`src/rtl/buffer_drain_dma_pkg.sv`:
```
// rtl/buffer_drain_dma_pkg.sv - shared state encoding and address constants for the buffer drain DMA
package buffer_drain_dma_pkg;

  typedef enum logic [2:0] {
    S_IDLE,
    S_RD,
    S_WAIT,
    S_WR1,
    S_WR2,
    S_ACK,
    S_CLR
  } state_t;

  localparam logic [15:0] IO_START_ADDR     = 16'h5000;
  localparam logic [15:0] IO_ACK_ADDR       = 16'h5001;
  localparam logic [15:0] DEST_BASE_DEFAULT = 16'h6000;

endpackage

```
`src/rtl/buffer_drain_dma_mem_write_port.sv`:
```
// rtl/buffer_drain_dma_mem_write_port.sv - req/ack write holder; addr/data stay frozen until the ack is sampled
module buffer_drain_dma_mem_write_port #(
  parameter int ADDR_W = 16,
  parameter int DATA_W = 16
) (
  input  logic              clock,
  input  logic              reset,
  input  logic              load,
  input  logic [ADDR_W-1:0] load_addr,
  input  logic [DATA_W-1:0] load_data,
  input  logic              mem_ack,
  output logic              mem_req,
  output logic [ADDR_W-1:0] mem_addr,
  output logic [DATA_W-1:0] mem_wdata,
  output logic              done
);

  // Ack only counts while a request is outstanding.
  assign done = mem_req & mem_ack;

  always_ff @(posedge clock or negedge reset) begin
    if (!reset) begin
      mem_req   <= 1'b0;
      mem_addr  <= '0;
      mem_wdata <= '0;
    end else if (load) begin
      mem_req   <= 1'b1;
      mem_addr  <= load_addr;
      mem_wdata <= load_data;
    end else if (done) begin
      mem_req <= 1'b0;
    end
  end

endmodule

```
`src/rtl/buffer_drain_dma.sv`:
```
// rtl/buffer_drain_dma.sv - copies both acquisition buffer banks into alternating RAM frames, then writes the IO acknowledge
module buffer_drain_dma
  import buffer_drain_dma_pkg::*;
#(
  parameter int                BUF_DEPTH   = 16,
  parameter int                DATA_W      = 16,
  parameter int                ADDR_W      = 16,
  parameter logic [ADDR_W-1:0] DEST_BASE   = ADDR_W'(DEST_BASE_DEFAULT),
  parameter logic [ADDR_W-1:0] ACK_ADDR    = ADDR_W'(IO_ACK_ADDR),
  parameter int                CLR_TIMEOUT = 255
) (
  input  logic                         clock,
  input  logic                         reset,
  input  logic                         Interrupt_en,
  output logic                         buf_rd_en,
  output logic [$clog2(BUF_DEPTH)-1:0] buf_rd_addr,
  input  logic [DATA_W-1:0]            buf_rd_data1,
  input  logic [DATA_W-1:0]            buf_rd_data2,
  output logic                         mem_req,
  output logic [ADDR_W-1:0]            mem_addr,
  output logic [DATA_W-1:0]            mem_wdata,
  input  logic                         mem_ack,
  output logic                         Write_IO,
  output logic [ADDR_W-1:0]            Adress_bus,
  output logic                         busy,
  output logic                         frame_sel,
  output logic [7:0]                   frame_count,
  output logic                         ack_timeout
);

  localparam int IW = $clog2(BUF_DEPTH);
  localparam int TW = $clog2(CLR_TIMEOUT + 1);
  localparam logic [IW-1:0]     LAST_IDX    = IW'(BUF_DEPTH - 1);
  localparam logic [TW-1:0]     TMO_LAST    = TW'(CLR_TIMEOUT - 1);
  localparam logic [ADDR_W-1:0] FRAME1_BASE = DEST_BASE + ADDR_W'(2 * BUF_DEPTH);

  state_t              state, state_next;
  logic [IW-1:0]       idx, idx_next;
  logic [DATA_W-1:0]   hold2;
  logic [TW-1:0]       tmo, tmo_next;
  logic                rd_en_next, wio_next, frame_sel_next, timeout_next;
  logic [ADDR_W-1:0]   abus_next, frame_base, load_addr;
  logic [DATA_W-1:0]   load_data;
  logic [7:0]          count_next;
  logic                load, done;

  assign frame_base = frame_sel ? FRAME1_BASE : DEST_BASE;

  always_ff @(posedge clock or negedge reset) begin
    if (!reset) begin
      state       <= S_IDLE;
      idx         <= '0;
      hold2       <= '0;
      tmo         <= '0;
      buf_rd_en   <= 1'b0;
      buf_rd_addr <= '0;
      Write_IO    <= 1'b0;
      Adress_bus  <= '0;
      busy        <= 1'b0;
      frame_sel   <= 1'b0;
      frame_count <= '0;
      ack_timeout <= 1'b0;
    end else begin
      state       <= state_next;
      idx         <= idx_next;
      tmo         <= tmo_next;
      buf_rd_en   <= rd_en_next;
      buf_rd_addr <= idx_next;
      Write_IO    <= wio_next;
      Adress_bus  <= abus_next;
      busy        <= (state_next != S_IDLE);
      frame_sel   <= frame_sel_next;
      frame_count <= count_next;
      ack_timeout <= timeout_next;
      // Bank-2 sample is parked here while bank-1 goes out in WR1.
      if (state == S_WAIT) hold2 <= buf_rd_data2;
    end
  end

  always_comb begin
    state_next     = state;
    idx_next       = idx;
    rd_en_next     = 1'b0;
    wio_next       = 1'b0;
    abus_next      = '0;
    load           = 1'b0;
    load_addr      = frame_base + ADDR_W'({idx, 1'b0});
    load_data      = buf_rd_data1;
    tmo_next       = tmo;
    frame_sel_next = frame_sel;
    count_next     = frame_count;
    timeout_next   = ack_timeout;
    unique case (state)
      S_IDLE: if (Interrupt_en) begin
        state_next = S_RD;
        idx_next   = '0;
        rd_en_next = 1'b1;
        tmo_next   = '0;
      end
      S_RD:   state_next = S_WAIT;
      S_WAIT: begin
        state_next = S_WR1;
        load       = 1'b1;
      end
      S_WR1: if (done) begin
        state_next = S_WR2;
        load       = 1'b1;
        load_addr  = frame_base + ADDR_W'({idx, 1'b1});
        load_data  = hold2;
      end
      S_WR2: if (done) begin
        if (idx == LAST_IDX) begin
          state_next = S_ACK;
          wio_next   = 1'b1;
          abus_next  = ACK_ADDR;
        end else begin
          state_next = S_RD;
          idx_next   = idx + 1'b1;
          rd_en_next = 1'b1;
        end
      end
      S_ACK: begin
        state_next     = S_CLR;
        frame_sel_next = ~frame_sel;
        count_next     = frame_count + 8'd1;
        tmo_next       = '0;
      end
      S_CLR: begin
        // A stuck interrupt line forces a fresh copy rather than a hang.
        if (!Interrupt_en) begin
          state_next = S_IDLE;
          tmo_next   = '0;
        end else if (tmo == TMO_LAST) begin
          state_next   = S_IDLE;
          timeout_next = 1'b1;
          tmo_next     = '0;
        end else begin
          tmo_next = tmo + 1'b1;
        end
      end
      default: state_next = S_IDLE;
    endcase
  end

  buffer_drain_dma_mem_write_port #(
    .ADDR_W(ADDR_W),
    .DATA_W(DATA_W)
  ) u_write_port (
    .clock     (clock),
    .reset     (reset),
    .load      (load),
    .load_addr (load_addr),
    .load_data (load_data),
    .mem_ack   (mem_ack),
    .mem_req   (mem_req),
    .mem_addr  (mem_addr),
    .mem_wdata (mem_wdata),
    .done      (done)
  );

endmodule

```
`config.mk`:
```
export PLATFORM = sky130hd
export DESIGN_NAME = buffer_drain_dma
export DESIGN_NICKNAME = d
export VERILOG_FILES = /design/src/rtl/buffer_drain_dma_pkg.sv /design/src/rtl/buffer_drain_dma_mem_write_port.sv /design/src/rtl/buffer_drain_dma.sv
export SDC_FILE = /design/constraint.sdc
export NUM_CORES = 1
export LEC_CHECK = 0
export CAP_MARGIN = 30
export CORE_ASPECT_RATIO = 1.2
export CORE_UTILIZATION = 41
export CTS_BUF_LIST = sky130_fd_sc_hd__clkbuf_2 sky130_fd_sc_hd__clkbuf_4 sky130_fd_sc_hd__clkbuf_8
export CTS_CLUSTER_DIAMETER = 40
export DETAILED_ROUTE_END_ITERATION = 8
export PLACE_DENSITY = 0.72
export SYNTH_ARGS = -nofsm -noshare
export SYNTH_HDL_FRONTEND = slang
export SYNTH_SLANG_ARGS = --single-unit
```
`constraint.sdc`:
```
create_clock -name clock -period 3.7 [get_ports clock]
set_clock_uncertainty 0.15 [all_clocks]
set_input_delay 0.37 -clock clock [delete_from_list [all_inputs] [get_ports clock]]
set_output_delay 0.37 -clock clock [all_outputs]
set_load 0.02 [all_outputs]
```
==> impl_results.html <==
<table>
<tr><th>Metric</th><th>Value</th></tr>
<tr><th colspan="2">Route</th></tr>
<tr><td>Count of nets left with antenna violations after detail routing</td><td>0</td></tr>
<tr><td>First-iteration detailed-routing DRC count</td><td>118</td></tr>
<tr><td>Via-to-Cell Ratio</td><td>4.97</td></tr>
<tr><td>Routed Wire Length</td><td>6050 um</td></tr>
<tr><td>Remaining DRCs</td><td>0</td></tr>
<tr><td>Via count</td><td>2,232</td></tr>
<tr><td>Drt wl/cell</td><td>13.5 um</td></tr>
<tr><td>1st-pass router iterations</td><td>4</td></tr>
<tr><th colspan="2">Die</th></tr>
<tr><td>Die area</td><td>0.00819 mm2</td></tr>
<tr><td>CORE AREA</td><td>0.00762 mm2</td></tr>
<tr><td>Initial Utilization</td><td>0.421</td></tr>
<tr><td>Chip height</td><td>98.9 um</td></tr>
<tr><td>Width of the die</td><td>82.8 um</td></tr>
<tr><td>Count of boundary I/O pins</td><td>102</td></tr>
<tr><td>Row cnt</td><td>35</td></tr>
<tr><th colspan="2">Clock tree</th></tr>
<tr><td>Clock insertion delay at the later pin of the skew report</td><td>0.33 ns</td></tr>
<tr><td>Clock sink count</td><td>68</td></tr>
<tr><td>Total number of H-tree levels</td><td>3</td></tr>
<tr><td>Maximum buffer depth of the clock tree</td><td>2</td></tr>
<tr><td>Number of buffers created by CTS</td><td>9</td></tr>
<tr><td>Clock tree from TritonCTS</td><td>done</td></tr>
<tr><td>Cells resized by post-CTS repair</td><td>0</td></tr>
<tr><td>Clk Tree Root Cell</td><td>sky130_fd_sc_hd__clkbuf_8</td></tr>
<tr><td>Clock transition at the registers of the reported paths</td><td>0.07 ns</td></tr>
<tr><th colspan="2">STA</th></tr>
<tr><td>Smallest setup slack after layout</td><td>1.43 ns</td></tr>
<tr><td>Finish-stage setup viols</td><td>0</td></tr>
<tr><td>Sum Neg Setup Slack</td><td>0 ns</td></tr>
<tr><td>Total count of max-transition violations in the final report</td><td>0</td></tr>
<tr><td>Post-layout minimum cycle time</td><td>2.27 ns</td></tr>
<tr><td>Final-report hold violation count</td><td>0</td></tr>
<tr><td>Fin Hold WS</td><td>0.312 ns</td></tr>
<tr><td>Period Utilization, post-route</td><td>0.613</td></tr>
<tr><td>Highest attainable clock frequency</td><td>0.441 GHz</td></tr>
<tr><td>Least-Margin Pin Slew</td><td>0.681 ns</td></tr>
<tr><td>Unrepaired setup endpoints after global routing</td><td>no</td></tr>
<tr><td>Headroom to the max-slew limit</td><td>0.546</td></tr>
<tr><th colspan="2">Power</th></tr>
<tr><td>Clk pwr share</td><td>0.184</td></tr>
<tr><td>Static leakage power</td><td>1.92 nW</td></tr>
<tr><td>Worst IR Drop VDD</td><td>0.000417 V</td></tr>
<tr><td>Switching power</td><td>1.03 mW</td></tr>
<tr><td>Power per standard cell area</td><td>714 mW/mm2</td></tr>
<tr><td>Combinational fraction of design power</td><td>0.407</td></tr>
<tr><td>Internal power contribution</td><td>1.92 mW</td></tr>
<tr><td>Switching share of total power</td><td>0.348</td></tr>
<tr><td>Part of the power in registers</td><td>0.409</td></tr>
<tr><th colspan="2">Min path</th></tr>
<tr><td>HP Class</td><td>reg -&gt; reg</td></tr>
<tr><th colspan="2">Synthesis</th></tr>
<tr><td>Number of enable-type register cells in the synthesized netlist</td><td>0</td></tr>
<tr><td>Post-synthesis simple-gate area fraction</td><td>0.0994</td></tr>
<tr><td>Dominant cell type by area after synthesis</td><td>sky130_fd_sc_hd__dfrtp_1</td></tr>
<tr><td>Fraction of the mapped netlist area in adder cells</td><td>0.0156</td></tr>
<tr><td>Leading cell type by number of instances after synthesis</td><td>sky130_fd_sc_hd__dfrtp_1</td></tr>
<tr><td>Dominant combinational cell family by area after synthesis</td><td>compound AO/OA/AOI/OAI gates</td></tr>
<tr><td>Mapped cell area</td><td>0.00321 mm2</td></tr>
<tr><td>Fraction of synthesized cell area taken by the top area cell type</td><td>0.530</td></tr>
<tr><td>Commonest cells post-synth</td><td>sky130_fd_sc_hd__dfrtp_1 (68), sky130_fd_sc_hd__buf_4 (31), sky130_fd_sc_hd__nand2_1 (21)</td></tr>
<tr><td>Register area share after synthesis</td><td>0.530</td></tr>
<tr><td>Post-synthesis instance total</td><td>275</td></tr>
<tr><td>XOR/XNOR Fraction of Synth Area</td><td>0.0273</td></tr>
<tr><td>Async S/R FF share, synth</td><td>1.00</td></tr>
<tr><td>Predominant post-synthesis flop cell</td><td>sky130_fd_sc_hd__dfrtp_1</td></tr>
<tr><td>Share of synthesized area spent on multiplexers</td><td>0.0904</td></tr>
<tr><td>Biggest area contributors in the synthesized netlist</td><td>sky130_fd_sc_hd__dfrtp_1 (53%), sky130_fd_sc_hd__buf_4 (7.3%), sky130_fd_sc_hd__mux2_2 (7.0%)</td></tr>
<tr><td>Compound-gate portion of the synthesized area</td><td>0.145</td></tr>
<tr><td>#FFs+latches synth</td><td>68</td></tr>
<tr><td>Synth warn</td><td>0</td></tr>
<tr><td>Syn avg cell area</td><td>11.7 um2</td></tr>
<tr><td>Number of distinct library cells after synthesis</td><td>42</td></tr>
<tr><th colspan="2">Setup path</th></tr>
<tr><td>Launching element type of the critical path</td><td>register</td></tr>
<tr><td>Start-to-end type of the worst setup path</td><td>reg -&gt; reg</td></tr>
<tr><td>Data required time at the worst endpoint</td><td>3.76 ns</td></tr>
<tr><td>Peak fanout along the critical path</td><td>19</td></tr>
<tr><td>Arrival time of the worst setup path</td><td>2.33 ns</td></tr>
<tr><td>Type of destination of the critical path</td><td>register</td></tr>
<tr><th colspan="2">Placed design</th></tr>
<tr><td>Post-DP HPWL</td><td>4370 um</td></tr>
<tr><td>Pre-CTS worst setup slack</td><td>1.23 ns</td></tr>
<tr><td>Number of buffer cells added on primary ports</td><td>80</td></tr>
<tr><td>Routability congestion estimate from global placement</td><td>0.718</td></tr>
<tr><th colspan="2">Global routing</th></tr>
<tr><td>Remaining Overflow, GRT</td><td>0</td></tr>
<tr><td>Antenna violations before repair</td><td>0</td></tr>
<tr><td>Via count of the first global-routing pass</td><td>2,147</td></tr>
<tr><td>Global-route wire length before repair</td><td>9960 um</td></tr>
<tr><td>Overall fraction of global-route tracks in use</td><td>0.160</td></tr>
<tr><td>Pin count of the biggest net entering global routing</td><td>39</td></tr>
<tr><th colspan="2">Finish</th></tr>
<tr><td>Final net count</td><td>393</td></tr>
<tr><td>Layout area overhead</td><td>28.9%</td></tr>
<tr><td>Final antenna diode count</td><td>0</td></tr>
<tr><td>Fraction of layout cells with a size suffix above 1</td><td>0.137</td></tr>
<tr><td>Final core utilization</td><td>0.543</td></tr>
<tr><th colspan="2">Run status</th></tr>
<tr><td>Result of the run</td><td>completed</td></tr>
<tr><th colspan="2">Flow run</th></tr>
<tr><td>Max-cap violations</td><td>0</td></tr>
</table>
## per-layer routing
layer / part of all wire / up-vias / global-route usage
met3: 0.059 / 6 / 0.0519
met1: 0.43 / 1086 / 0.198
met5: 0 / - / 0
met4: 0.012 / 0 / 0.0557
met2: 0.50 / 62 / 0.260
li1: - / 1078 / -
## power groups by stage
| stage | Combinational [mW] | Sequential [mW] | Clock [mW] |
|---|---|---|---|
| after CTS | 1.22 | 1.21 | 0.556 |
| after global routing | 1.31 | 1.24 | 0.592 |
| after detailed placement | 1.21 | 1.22 | 0 |
| after global placement | 1.19 | 1.22 | 0 |
| final | 1.20 | 1.21 | 0.542 |
| after floorplan | 0.711 | 1.30 | 0 |
## critical path: stages (launching register included)
cell	delay, ns
sky130_fd_sc_hd__dfrtp_1	0.60
sky130_fd_sc_hd__nand2b_4	0.25
sky130_fd_sc_hd__nor3_4	0.04
sky130_fd_sc_hd__buf_4	0.20
sky130_fd_sc_hd__nor2_2	0.52
sky130_fd_sc_hd__mux2_2	0.40
## cells by family after synthesis
| family | after synthesis |
|---|---|
| other cells | 1 |
| buf+inv | 43 |
| simple gates | 60 |
| mux | 25 |
| xor+xnor | 10 |
| fa+ha+maj | 4 |
| compound gates | 64 |
| flops | 68 |
## registers in the layout (all words and copies together) (netlist names)
register                flops
Adress_bus                  1
frame_sel                   1
u_write_port.mem_wdata     16
frame_count                 8
buf_rd_en                   1
tmo                         8
busy                        1
u_write_port.mem_req        1
state                       3
idx                         4
u_write_port.mem_addr       7
hold2                      16
ack_timeout                 1
## layout make-up
type,instances,area (um2)
clock buffers,13,166
well taps,92,115
multi-input cells,184,1290
clock inverters,2,10.0
flip-flops and latches,68,1700
repair buffers,85,836
inverters,5,18.8
fillers,687,3480
## final timing paths
check / endpoint / cells past startpoint / from / slack [ns]
setup / recovery: u_write_port.mem_addr[2]$_DFFE_PN0P_ / 5 / state[2]$_DFF_PN0_ / 1.43
hold / removal: ack_timeout$_DFFE_PN0P_ / 2 / ack_timeout$_DFFE_PN0P_ / 0.31
setup reg to reg: u_write_port.mem_addr[2]$_DFFE_PN0P_ / 5 / state[2]$_DFF_PN0_ / 1.43
hold reg to reg: ack_timeout$_DFFE_PN0P_ / 2 / ack_timeout$_DFFE_PN0P_ / 0.31
max in group asynchronous: u_write_port.mem_wdata[1]$_DFFE_PN0P_ / 3 / reset / 1.99
min in group asynchronous: tmo[2]$_DFFE_PN0P_ / 2 / reset / 0.47
## layout by cell type, fill, tap and decap left out, types with 3 or more instances in the layout
| cell type | instances |
|---|---|
| sky130_fd_sc_hd__a21o_1 | 20 |
| sky130_fd_sc_hd__a21oi_1 | 4 |
| sky130_fd_sc_hd__a22o_1 | 17 |
| sky130_fd_sc_hd__a31oi_1 | 5 |
| sky130_fd_sc_hd__and3_1 | 3 |
| sky130_fd_sc_hd__buf_4 | 4 |
| sky130_fd_sc_hd__clkbuf_8 | 11 |
| sky130_fd_sc_hd__clkdlybuf4s50_1 | 79 |
| sky130_fd_sc_hd__conb_1 | 21 |
| sky130_fd_sc_hd__dfrtp_1 | 68 |
| sky130_fd_sc_hd__ha_1 | 4 |
| sky130_fd_sc_hd__inv_1 | 4 |
| sky130_fd_sc_hd__mux2_2 | 20 |
| sky130_fd_sc_hd__mux2_4 | 3 |
| sky130_fd_sc_hd__nand2_1 | 21 |
| sky130_fd_sc_hd__nand3_1 | 7 |
| sky130_fd_sc_hd__nor2_1 | 9 |
| sky130_fd_sc_hd__o21ai_0 | 12 |
| sky130_fd_sc_hd__xnor2_1 | 7 |
| sky130_fd_sc_hd__xor2_1 | 3 |
## timing repair
item,4_1_cts,5_1_grt
hold buffers,1,0
buffers inserted,0,0
endpoints found under the hold margin,30,0
## per-stage QoR
stage	cells	power, mW	cell area [um2]
after floorplan	295	2.02	3280
after global placement	433	2.40	3950
after detailed placement	433	2.44	3950
after CTS	449	2.99	4140
after global routing	449	3.14	4140
final	449	2.95	4140
Note: power is estimated with default switching activity, not from simulation.
